===== src/rtl/uart_pkg.sv =====
// Shared UART definitions: receiver state encoding, default link constants
// and a ceiling-log2 helper for sizing counters.
package uart_pkg;

    typedef enum logic [2:0] {
        IDLE,
        START,
        DATA,
        STOP,
        BREAK
    } uart_state_e;

    localparam int CLKS_PER_BIT_9600 = 5208;
    localparam int UART_DATA_BITS    = 8;

    // Never returns less than 1 so a counter always has at least one bit.
    function automatic int clog2(input int value);
        int result;
        int rem;
        result = 0;
        rem    = value - 1;
        while (rem > 0) begin
            result = result + 1;
            rem    = rem >> 1;
        end
        return (result < 1) ? 1 : result;
    endfunction

endpackage


===== src/rtl/sync_2ff.sv =====
// Two-flop synchronizer for a single asynchronous input; the reset value
// is a parameter so idle-high and idle-low lines can share it.
module sync_2ff #(
    parameter logic RESET_VAL = 1'b1
) (
    input  logic clock,
    input  logic rst,
    input  logic d_i,
    output logic q_o
);

    logic meta_q;
    logic sync_q;

    always_ff @(posedge clock) begin
        if (rst) begin
            meta_q <= RESET_VAL;
            sync_q <= RESET_VAL;
        end else begin
            meta_q <= d_i;
            sync_q <= meta_q;
        end
    end

    assign q_o = sync_q;

endmodule


===== src/rtl/uart_rx.sv =====
// 8N1-style UART receiver with self-timed mid-bit sampling from the system
// clock; delivers bytes with a one-cycle valid strobe or a framing-error pulse.
module uart_rx
    import uart_pkg::*;
#(
    parameter int CLKS_PER_BIT = CLKS_PER_BIT_9600,
    parameter int DATA_BITS    = UART_DATA_BITS
) (
    input  logic                 clock,
    input  logic                 rst,
    input  logic                 rx,
    output logic [DATA_BITS-1:0] rx_data,
    output logic                 rx_valid,
    output logic                 frame_err,
    output logic                 busy
);

    localparam int CNT_W = clog2(CLKS_PER_BIT);
    localparam int IDX_W = clog2(DATA_BITS + 1);
    localparam int HALF  = CLKS_PER_BIT / 2;

    localparam logic [CNT_W-1:0] HALF_LAST = CNT_W'(HALF - 1);
    localparam logic [CNT_W-1:0] BIT_LAST  = CNT_W'(CLKS_PER_BIT - 1);
    localparam logic [IDX_W-1:0] IDX_LAST  = IDX_W'(DATA_BITS - 1);

    logic                 rx_s;
    uart_state_e          state_q;
    logic [CNT_W-1:0]     cnt_q;
    logic [CNT_W-1:0]     cnt_d;
    logic [IDX_W-1:0]     idx_q;
    logic [IDX_W-1:0]     idx_d;
    logic [DATA_BITS-1:0] shift_q;
    logic [DATA_BITS-1:0] shift_d;
    logic [DATA_BITS-1:0] data_q;
    logic                 valid_q;
    logic                 ferr_q;
    logic                 busy_q;

    sync_2ff #(
        .RESET_VAL (1'b1)
    ) u_rx_sync (
        .clock (clock),
        .rst   (rst),
        .d_i   (rx),
        .q_o   (rx_s)
    );

    // LSB arrives first, so each new bit enters at the top and slides down.
    always_comb begin
        cnt_d   = cnt_q + CNT_W'(1);
        idx_d   = idx_q + IDX_W'(1);
        shift_d = {rx_s, shift_q[DATA_BITS-1:1]};
    end

    always_ff @(posedge clock) begin
        if (rst) begin
            state_q <= IDLE;
            cnt_q   <= '0;
            idx_q   <= '0;
            shift_q <= '0;
            data_q  <= '0;
            valid_q <= 1'b0;
            ferr_q  <= 1'b0;
            busy_q  <= 1'b0;
        end else begin
            valid_q <= 1'b0;
            ferr_q  <= 1'b0;
            case (state_q)
                IDLE: begin
                    if (!rx_s) begin
                        state_q <= START;
                        cnt_q   <= '0;
                        busy_q  <= 1'b1;
                    end
                end
                START: begin
                    if (cnt_q == HALF_LAST) begin
                        cnt_q <= '0;
                        if (!rx_s) begin
                            state_q <= DATA;
                            idx_q   <= '0;
                        end else begin
                            state_q <= IDLE;
                            busy_q  <= 1'b0;
                        end
                    end else begin
                        cnt_q <= cnt_d;
                    end
                end
                DATA: begin
                    if (cnt_q == BIT_LAST) begin
                        cnt_q   <= '0;
                        shift_q <= shift_d;
                        if (idx_q == IDX_LAST) begin
                            state_q <= STOP;
                        end else begin
                            idx_q <= idx_d;
                        end
                    end else begin
                        cnt_q <= cnt_d;
                    end
                end
                STOP: begin
                    if (cnt_q == BIT_LAST) begin
                        cnt_q <= '0;
                        if (rx_s) begin
                            data_q  <= shift_q;
                            valid_q <= 1'b1;
                            state_q <= IDLE;
                            busy_q  <= 1'b0;
                        end else begin
                            ferr_q  <= 1'b1;
                            state_q <= BREAK;
                        end
                    end else begin
                        cnt_q <= cnt_d;
                    end
                end
                BREAK: begin
                    // Hold off until the line recovers so a break cannot retrigger.
                    if (rx_s) begin
                        state_q <= IDLE;
                        busy_q  <= 1'b0;
                    end
                end
                default: begin
                    state_q <= IDLE;
                    cnt_q   <= '0;
                    busy_q  <= 1'b0;
                end
            endcase
        end
    end

    assign rx_data   = data_q;
    assign rx_valid  = valid_q;
    assign frame_err = ferr_q;
    assign busy      = busy_q;

endmodule


===== config.mk =====
export PLATFORM = sky130hd
export DESIGN_NAME = uart_rx
export DESIGN_NICKNAME = d
export VERILOG_FILES = /design/src/rtl/uart_pkg.sv /design/src/rtl/sync_2ff.sv /design/src/rtl/uart_rx.sv
export SDC_FILE = /design/constraint.sdc
export NUM_CORES = 1
export LEC_CHECK = 0
export CELL_PAD_IN_SITES_DETAIL_PLACEMENT = 1
export CELL_PAD_IN_SITES_GLOBAL_PLACEMENT = 1
export CORE_MARGIN = 3
export CORE_UTILIZATION = 46
export CTS_CLUSTER_SIZE = 30
export DETAILED_ROUTE_END_ITERATION = 7
export GPL_TIMING_DRIVEN = 1
export HOLD_SLACK_MARGIN = 0.08
export PLACE_DENSITY_LB_ADDON = 0.1
export SETUP_SLACK_MARGIN = 0.3
export SYNTH_ARGS = -nofsm -noshare
export SYNTH_HDL_FRONTEND = slang
export SYNTH_SLANG_ARGS = --single-unit
export TNS_END_PERCENT = 100

===== constraint.sdc =====
create_clock -name clock -period 2.3 [get_ports clock]
set_clock_uncertainty 0.1 [all_clocks]
set_input_delay 0.345 -clock clock [delete_from_list [all_inputs] [get_ports clock]]
set_output_delay 0.345 -clock clock [all_outputs]
set_load 0.005 [all_outputs]

==> qor.csv, run 1 <==
metric;value;unit
period utilisation layout;81.2;%
Hold WC Path Type;flip-flop to flip-flop;
DR iter-0 viols;78;
Worst Setup Path Type;flip-flop to flip-flop;
vias in the first global route;1725;
WHS;0.339;ns
clk buf depth;2;
yosys warns;0;
Die Footprint;5420;sq um
Die X;73.6;microns
routed wl met2;2500;microns
Post-synth ARST share;0;%
Die Span Y;73.6;microns
Max Cap Violations;0;
Final min period;1.87;ns
run status;completed;
DRC;0;
Final Non-Filler Cells;280;
Synth top area share;39.0;%
Worst R2R Start;cnt_q[3]$_SDFFE_PP0P_;
WL final;5060;microns
routed wl met3;110;microns
Final WS setup;0.432;ns
top_reg_cell synth;dfxtp_1;
clock root cell;clkbuf_8;
Crit. End Element;flip-flop;
Nets;234;
startpoint types;flip-flop;
RSZ-0062 raised after global routing;no;
GPL Wtd Cong;0.848;
met1 WL;2380;microns
critical path data required time;2.41;ns
post-DP HPWL;3610;microns
post-synthesis cell area;2100;sq um
largest net degree at the start of global routing;30;
Final ANT Viol Nets;0;
gr ovfl total;0;
drt first pass iters;4;
Arr. time, crit path;1.98;ns
Net Count, Synth;219;
gr usage total;20.0;%
TritonCTS Sinks;41;
post-DR vias/cell;5.96;
Synth Area in XOR/XNOR;2.91;%
fmax;535;MHz
worst r2r path cells;5;
worst-margin pin slew;0.582;ns
routed vias;1668;
final setup fails;0;
DP Area;2250;sq um
setup_tns;0;ns
R2R setup slack;0.43;ns
Synth Register Bits;41;
Initial Util;50.1;%
Final Max Slew Viols;0;
design area;2410;sq um
Area contributors post-synth;dfxtp_1, mux2i_1, nor2_1, a21oi_1, a311oi_4;
clk_lat worst skew;0.29;ns
DP Worst Slack;0.217;ns
static leakage;0.882;nW
H-tree levels;2;
Area growth syn-to-layout;14.3;%
final core occ;57.3;%
Slew HR;61.2;%
initial antenna violation count;0;
worst hold path depth;1;
Final Total Pwr;1.74;mW
layout cells sized above 1;20.9;%
Critical R2R Capture;state_q[2]$_SDFFE_PP0P_;
io pins;14;
Critical Path Fanout Max;14;
Core Box Area;4200;sq um
EDFF count, synth;0;
PortBufs;13;
synth unique cells;52;
Layout fillers;486;
post-synthesis compound-gate area fraction;16.1;%
Pwr Density;722;nW/um^2
Post-Place Cells;270;
post-synthesis mux area share;9.99;%
Worst Hold Path EP;u_rx_sync.q_o$_SDFF_PP1_;
post-synthesis area per instance;9.83;sq um
Final Hold Vio Count;0;
CTS tree;yes;
CTS Buf Count;5;
simple-gate portion of the synthesized area;25.6;%
Worst-path clk slew;0.08;ns
WL per Instance;18.1;microns
IR drop worst, VDD;0.355;mV
post-synthesis sequential area ratio;39.0;%
Max Used Layer;met4;
HP Start;u_rx_sync.meta_q$_SDFF_PP1_;
largest area contributor in the netlist;dfxtp_1;
# diodes;0;
Synth Area in Adders;1.19;%
Post-Synthesis Cells;214;
main combinational cell family by area after synthesis;simple AND/OR/NAND/NOR gates;
first-pass GRT wire length;8340;microns
num rows;23;
==> how the worst max path moves through the flow <==
stage	endpoint	depth (start not counted)	startpoint
2_1_floorplan	idx_q[3]$_SDFFE_PP0P_	6	cnt_q[0]$_SDFFE_PP0P_
3_3_place_gp	idx_q[2]$_SDFFE_PP0P_	6	cnt_q[0]$_SDFFE_PP0P_
3_5_place_dp	idx_q[2]$_SDFFE_PP0P_	6	cnt_q[0]$_SDFFE_PP0P_
4_1_cts	shift_q[7]$_SDFFE_PP0P_	4	state_q[1]$_SDFFE_PP0P_
5_1_grt	state_q[2]$_SDFFE_PP0P_	5	cnt_q[3]$_SDFFE_PP0P_
6_report	state_q[2]$_SDFFE_PP0P_	5	cnt_q[3]$_SDFFE_PP0P_
==> critical path, cell delays in order (launching register included) <==
cell,delay (ns)
dfxtp_1,0.48
and4bb_2,0.35
a311oi_4,0.11
buf_6,0.18
a211o_1,0.29
a221oi_2,0.27
==> report_power, final <==
group	switching (mW)	internal, mW	total [mW]
combinational	0.245	0.194	0.440
sequential	0.0775	0.751	0.828
clock	0.259	0.211	0.470
total	0.582	1.16	1.74
==> Yosys cell counts, types with 4 or more instances <==
cell / number
a211oi_1: 5
a21oi_1: 11
buf_6: 4
dfxtp_1: 41
inv_1: 8
mux2i_1: 21
nand2_1: 14
nand2b_1: 6
nand3_1: 6
nand4_1: 4
nor2_1: 27
xnor2_1: 6
==> layer usage <==
metal | GRT usage, % | vias to the layer above
met1 | 25.9 | 823
met3 | 3.83 | 13
met4 | 5.43 | 0
met5 | 0 | -
met2 | 33.9 | 27
li1 | - | 805
==> state kept, by name, summed over array words and instances, names as in the netlist <==
signal and count:
cnt_q 13, rx_data 8, shift_q 8, idx_q 4, state_q 3, busy 1
frame_err 1, rx_valid 1, u_rx_sync.meta_q 1, u_rx_sync.q_o 1
==> repair_timing <==
action	4_1_cts	5_1_grt
endpoints found under the hold margin	0	0
hold buffers	0	0
setup buffers	0	2
pin swaps	0	2
setup endpoints to repair	13	24
gates resized for setup	3	12
==> layout make-up <==
class,count,area (sq um),area share (%)
multi-input cells,154,1230,51.0
flip-flops and latches,41,826,34.3
clock buffers,6,72.6,3.02
well taps,50,62.6,2.60
inverters,8,30.0,1.25
repair buffers,19,179,7.44
clock inverters,2,10.0,0.416
==> placed cells by master (no fill, tap or decap), types with 4 or more instances in the layout <==
cell type,instances
nand4_1,4
mux2i_1,21
nand2_1,14
a21oi_1,11
nor2_1,27
clkdlybuf4s50_1,13
and4bb_4,4
nand2b_1,6
xnor2_1,6
dfxtp_2,4
a211oi_1,5
clkbuf_8,5
inv_1,8
nand3_1,6
buf_4,5
dfxtp_1,37
==> cells by family (layout without fill, tap and decap cells) <==
| logic type | count (synthesis) | count (layout) |
|---|---|---|
| adders and majority gates | 2 | 2 |
| muxes | 21 | 21 |
| xor gates and xnor gates | 7 | 7 |
| buffers and inverters | 19 | 35 |
| and+or+nand+nor | 86 | 86 |
| AOI/OAI and AO/OA | 38 | 38 |
| DFF | 41 | 41 |
(Power assumes the default switching activity.)
==> run 2, diff against run 1 <==
Settings changed: CORE_UTILIZATION 46 to 41.
Clock period 2.3 ns to 1.6 ns, I/O delays scaled along.
==> run 2 against run 1 <==
Effect of this change: the run now ends with negative setup slack left; cell area grew 30%; highest routed layer unchanged; maximum frequency grew 1.6%; utilization grew 7.5 points; critical path depth grew 2; final cell count grew 28%; count of clock-buffer cells in the layout is the same; non-clock buffer count grew 61; wire length grew 46%; clock power grew 50%; die area grew 11%.
==> qor.csv, run 2 (synthesized netlist as in run 1, its figures left out) <==
metric;value;unit;change
gr ovfl total;0;;unchanged
Critical Path Fanout Max;7;;was 14
WHS;0.315;ns;was 0.339 ns
Hold WC Path Type;flip-flop to flip-flop;;unchanged
IR drop worst, VDD;0.555;mV;was 0.355 mV
Worst R2R Start;cnt_q[1]$_SDFFE_PP0P_;;was cnt_q[3]$_SDFFE_PP0P_
Flop pwr share;37.8;%;was 47.7%
critical path data required time;1.73;ns;was 2.41 ns
Core Box Area;4850;sq um;was 4200 sq um
Internal;2.02;mW;was 1.16 mW
WL final;7370;microns;was 5060 microns
Initial Util;43.4;%;was 50.1%
Worst Path Buf+Inv;2;;was 1
DRC;0;;unchanged
Critical Path Stages;7;;was 5
num rows;25;;was 23
first-pass GRT wire length;11800;microns;was 8340 microns
GPL Wtd Cong;0.861;;was 0.848
post-DP HPWL;4430;microns;was 3610 microns
Worst-path clk slew;0.09;ns;was 0.08 ns
# diodes;0;;unchanged
DP Area;2760;sq um;was 2250 sq um
critical path launch point;cnt_q[1]$_SDFFE_PP0P_;;was cnt_q[3]$_SDFFE_PP0P_
Die X;77.6;microns;was 73.6 microns
P_sw;1.10;mW;was 0.582 mW
clock root cell;clkbuf_8;;unchanged
Area growth syn-to-layout;49.1;%;was 14.3%
Max Cap Violations;0;;unchanged
most common cell after layout, fill and taps aside;buf_4;;was dfxtp_1
RSZ-0062 raised after global routing;yes;;was no
Final Hold Vio Count;0;;unchanged
DR iter-0 viols;146;;was 78
end point of the critical path;busy$_SDFFE_PP0P_;;was state_q[2]$_SDFFE_PP0P_
clk buf depth;2;;unchanged
Die Footprint;6030;sq um;was 5420 sq um
TritonCTS Sinks;41;;unchanged
PortBufs;13;;unchanged
worst-path cell chain;ha_4 > nor4b_4 > a311oi_4 > buf_12 > buf_4 > nor4_4 > mux2i_1;;was and4bb_2 > a311oi_4 > buf_6 > a211o_1 > a221oi_2
Worst Setup Path Type;flip-flop to flip-flop;;unchanged
worst r2r path cells;7;;was 5
Comb pwr share;39.5;%;was 25.3%
final core occ;64.7;%;was 57.3%
static leakage;1.32;nW;was 0.882 nW
H-tree levels;2;;unchanged
run status;finished, violations left;;was completed
worst-margin pin slew;0.492;ns;was 0.582 ns
initial antenna violation count;0;;unchanged
final setup fails;37;;was 0
CP max stage cell;dfxtp_2;;was dfxtp_1
Final ANT Viol Nets;0;;unchanged
Final WS setup;-0.238;ns;was 0.432 ns
R2R setup slack;-0.24;ns;was 0.43 ns
crit-path max cell delay;0.37;ns;was 0.48 ns
Largest Register;cnt_q;;unchanged
design area;3140;sq um;was 2410 sq um
Pwr Density;993;nW/um^2;was 722 nW/um^2
layout cells sized above 1;48.8;%;was 20.9%
Final Max Slew Viols;0;;unchanged
routed vias;2026;;was 1668
setup_tns;-4.85;ns;was 0 ns
Slew HR;67.1;%;was 61.2%
drt first pass iters;4;;unchanged
CTS Buf Count;5;;unchanged
Final min period;1.84;ns;was 1.87 ns
period utilisation layout;115;%;was 81.2%
Top Family by Delay on Critical Path;simple AND/OR/NAND/NOR gates;;was compound AO/OA/AOI/OAI gates
fmax;544;MHz;was 535 MHz
Crit. End Element;flip-flop;;unchanged
startpoint types;flip-flop;;unchanged
vias in the first global route;2170;;was 1725
Die Span Y;77.6;microns;was 73.6 microns
Critical R2R Capture;busy$_SDFFE_PP0P_;;was state_q[2]$_SDFFE_PP0P_
HP Start;u_rx_sync.meta_q$_SDFF_PP1_;;unchanged
CTS tree;yes;;unchanged
largest net degree at the start of global routing;24;;was 30
io pins;14;;unchanged
Arr. time, crit path;1.97;ns;was 1.98 ns
WL per Instance;20.6;microns;was 18.1 microns
clock power share;22.7;%;was 27.0%
max FFs per register;13;;unchanged
Nets;295;;was 234
clk_lat worst skew;0.30;ns;was 0.29 ns
post-DR vias/cell;5.66;;was 5.96
failing checks;negative setup slack;;
most frequent cells in the layout;buf_4, nor2_1, dfxtp_1;;was dfxtp_1, nor2_1, mux2i_1
Net Sw Frac;35.2;%;was 33.5%
gr usage total;25.1;%;was 20.0%
run 2: worst register-to-register path, cell delays in order, from the launching register on:
cell and delay [ns]:
dfxtp_2 0.37, ha_4 0.15, nor4b_4 0.28, a311oi_4 0.17, buf_12 0.17, buf_4 0.13
nor4_4 0.17, mux2i_1 0.23
run 2: through the flow:
stage | std cells | total power [mW] | setup slack (ns)
finish | 358 | 3.12 | -0.238
global route | 358 | 3.24 | -0.327
CTS | 352 | 2.99 | -0.175
detailed placement | 337 | 2.16 | -0.361
global placement | 337 | 2.11 | -0.172
floorplan | 214 | 1.75 | -0.0406
run 2: final cells by class:
cell class / count / area (sq um)
Fill cell: 520 / 1710
Multi-Input combinational cell: 154 / 1390
Sequential cell: 41 / 852
Timing Repair Buffer: 80 / 694
Tap cell: 67 / 83.8
Clock buffer: 6 / 72.6
Inverter: 8 / 30.0
Clock inverter: 2 / 15.0
run 2: power groups by stage:
stage | registers [mW] | clock network, mW | logic [mW]
after detailed placement | 1.17 | 0 | 0.986
after CTS | 1.17 | 0.715 | 1.10
after global placement | 1.16 | 0 | 0.948
after floorplan | 1.13 | 0 | 0.615
after global routing | 1.19 | 0.769 | 1.28
final | 1.18 | 0.707 | 1.23
run 2: worst min-delay path by stage:
stage                                       end  slack (ns)  depth (start not counted)
floorplan           u_rx_sync.meta_q$_SDFF_PP1_        0.24                          1
global placement       u_rx_sync.q_o$_SDFF_PP1_        0.30                          1
detailed placement     u_rx_sync.q_o$_SDFF_PP1_        0.30                          1
CTS                    u_rx_sync.q_o$_SDFF_PP1_        0.32                          1
global route           u_rx_sync.q_o$_SDFF_PP1_        0.33                          1
finish                 u_rx_sync.q_o$_SDFF_PP1_        0.32                          1
run 2: timing repair:
action,CTS,global route
hold buffers,0,0
endpoints found under the hold margin,0,0
pin swaps,10,6
setup endpoints to repair,50,39
buffers inserted,7,6
gates resized for setup,49,14
run 2: per-layer routing:
metal	vias to the layer above	GRT usage (%)	share of wire, %
li1	929	-	-
met2	62	45.1	52
met1	1018	29.5	42
met5	-	0	0
met4	0	8.90	2.3
met3	17	4.64	3.8
==> run 3, diff against run 2 <==
Settings changed: CTS_CLUSTER_SIZE 30 to unset.
==> results of run 3 <==
Same layout as run 2: the final DEF is identical, and so are final timing and power.
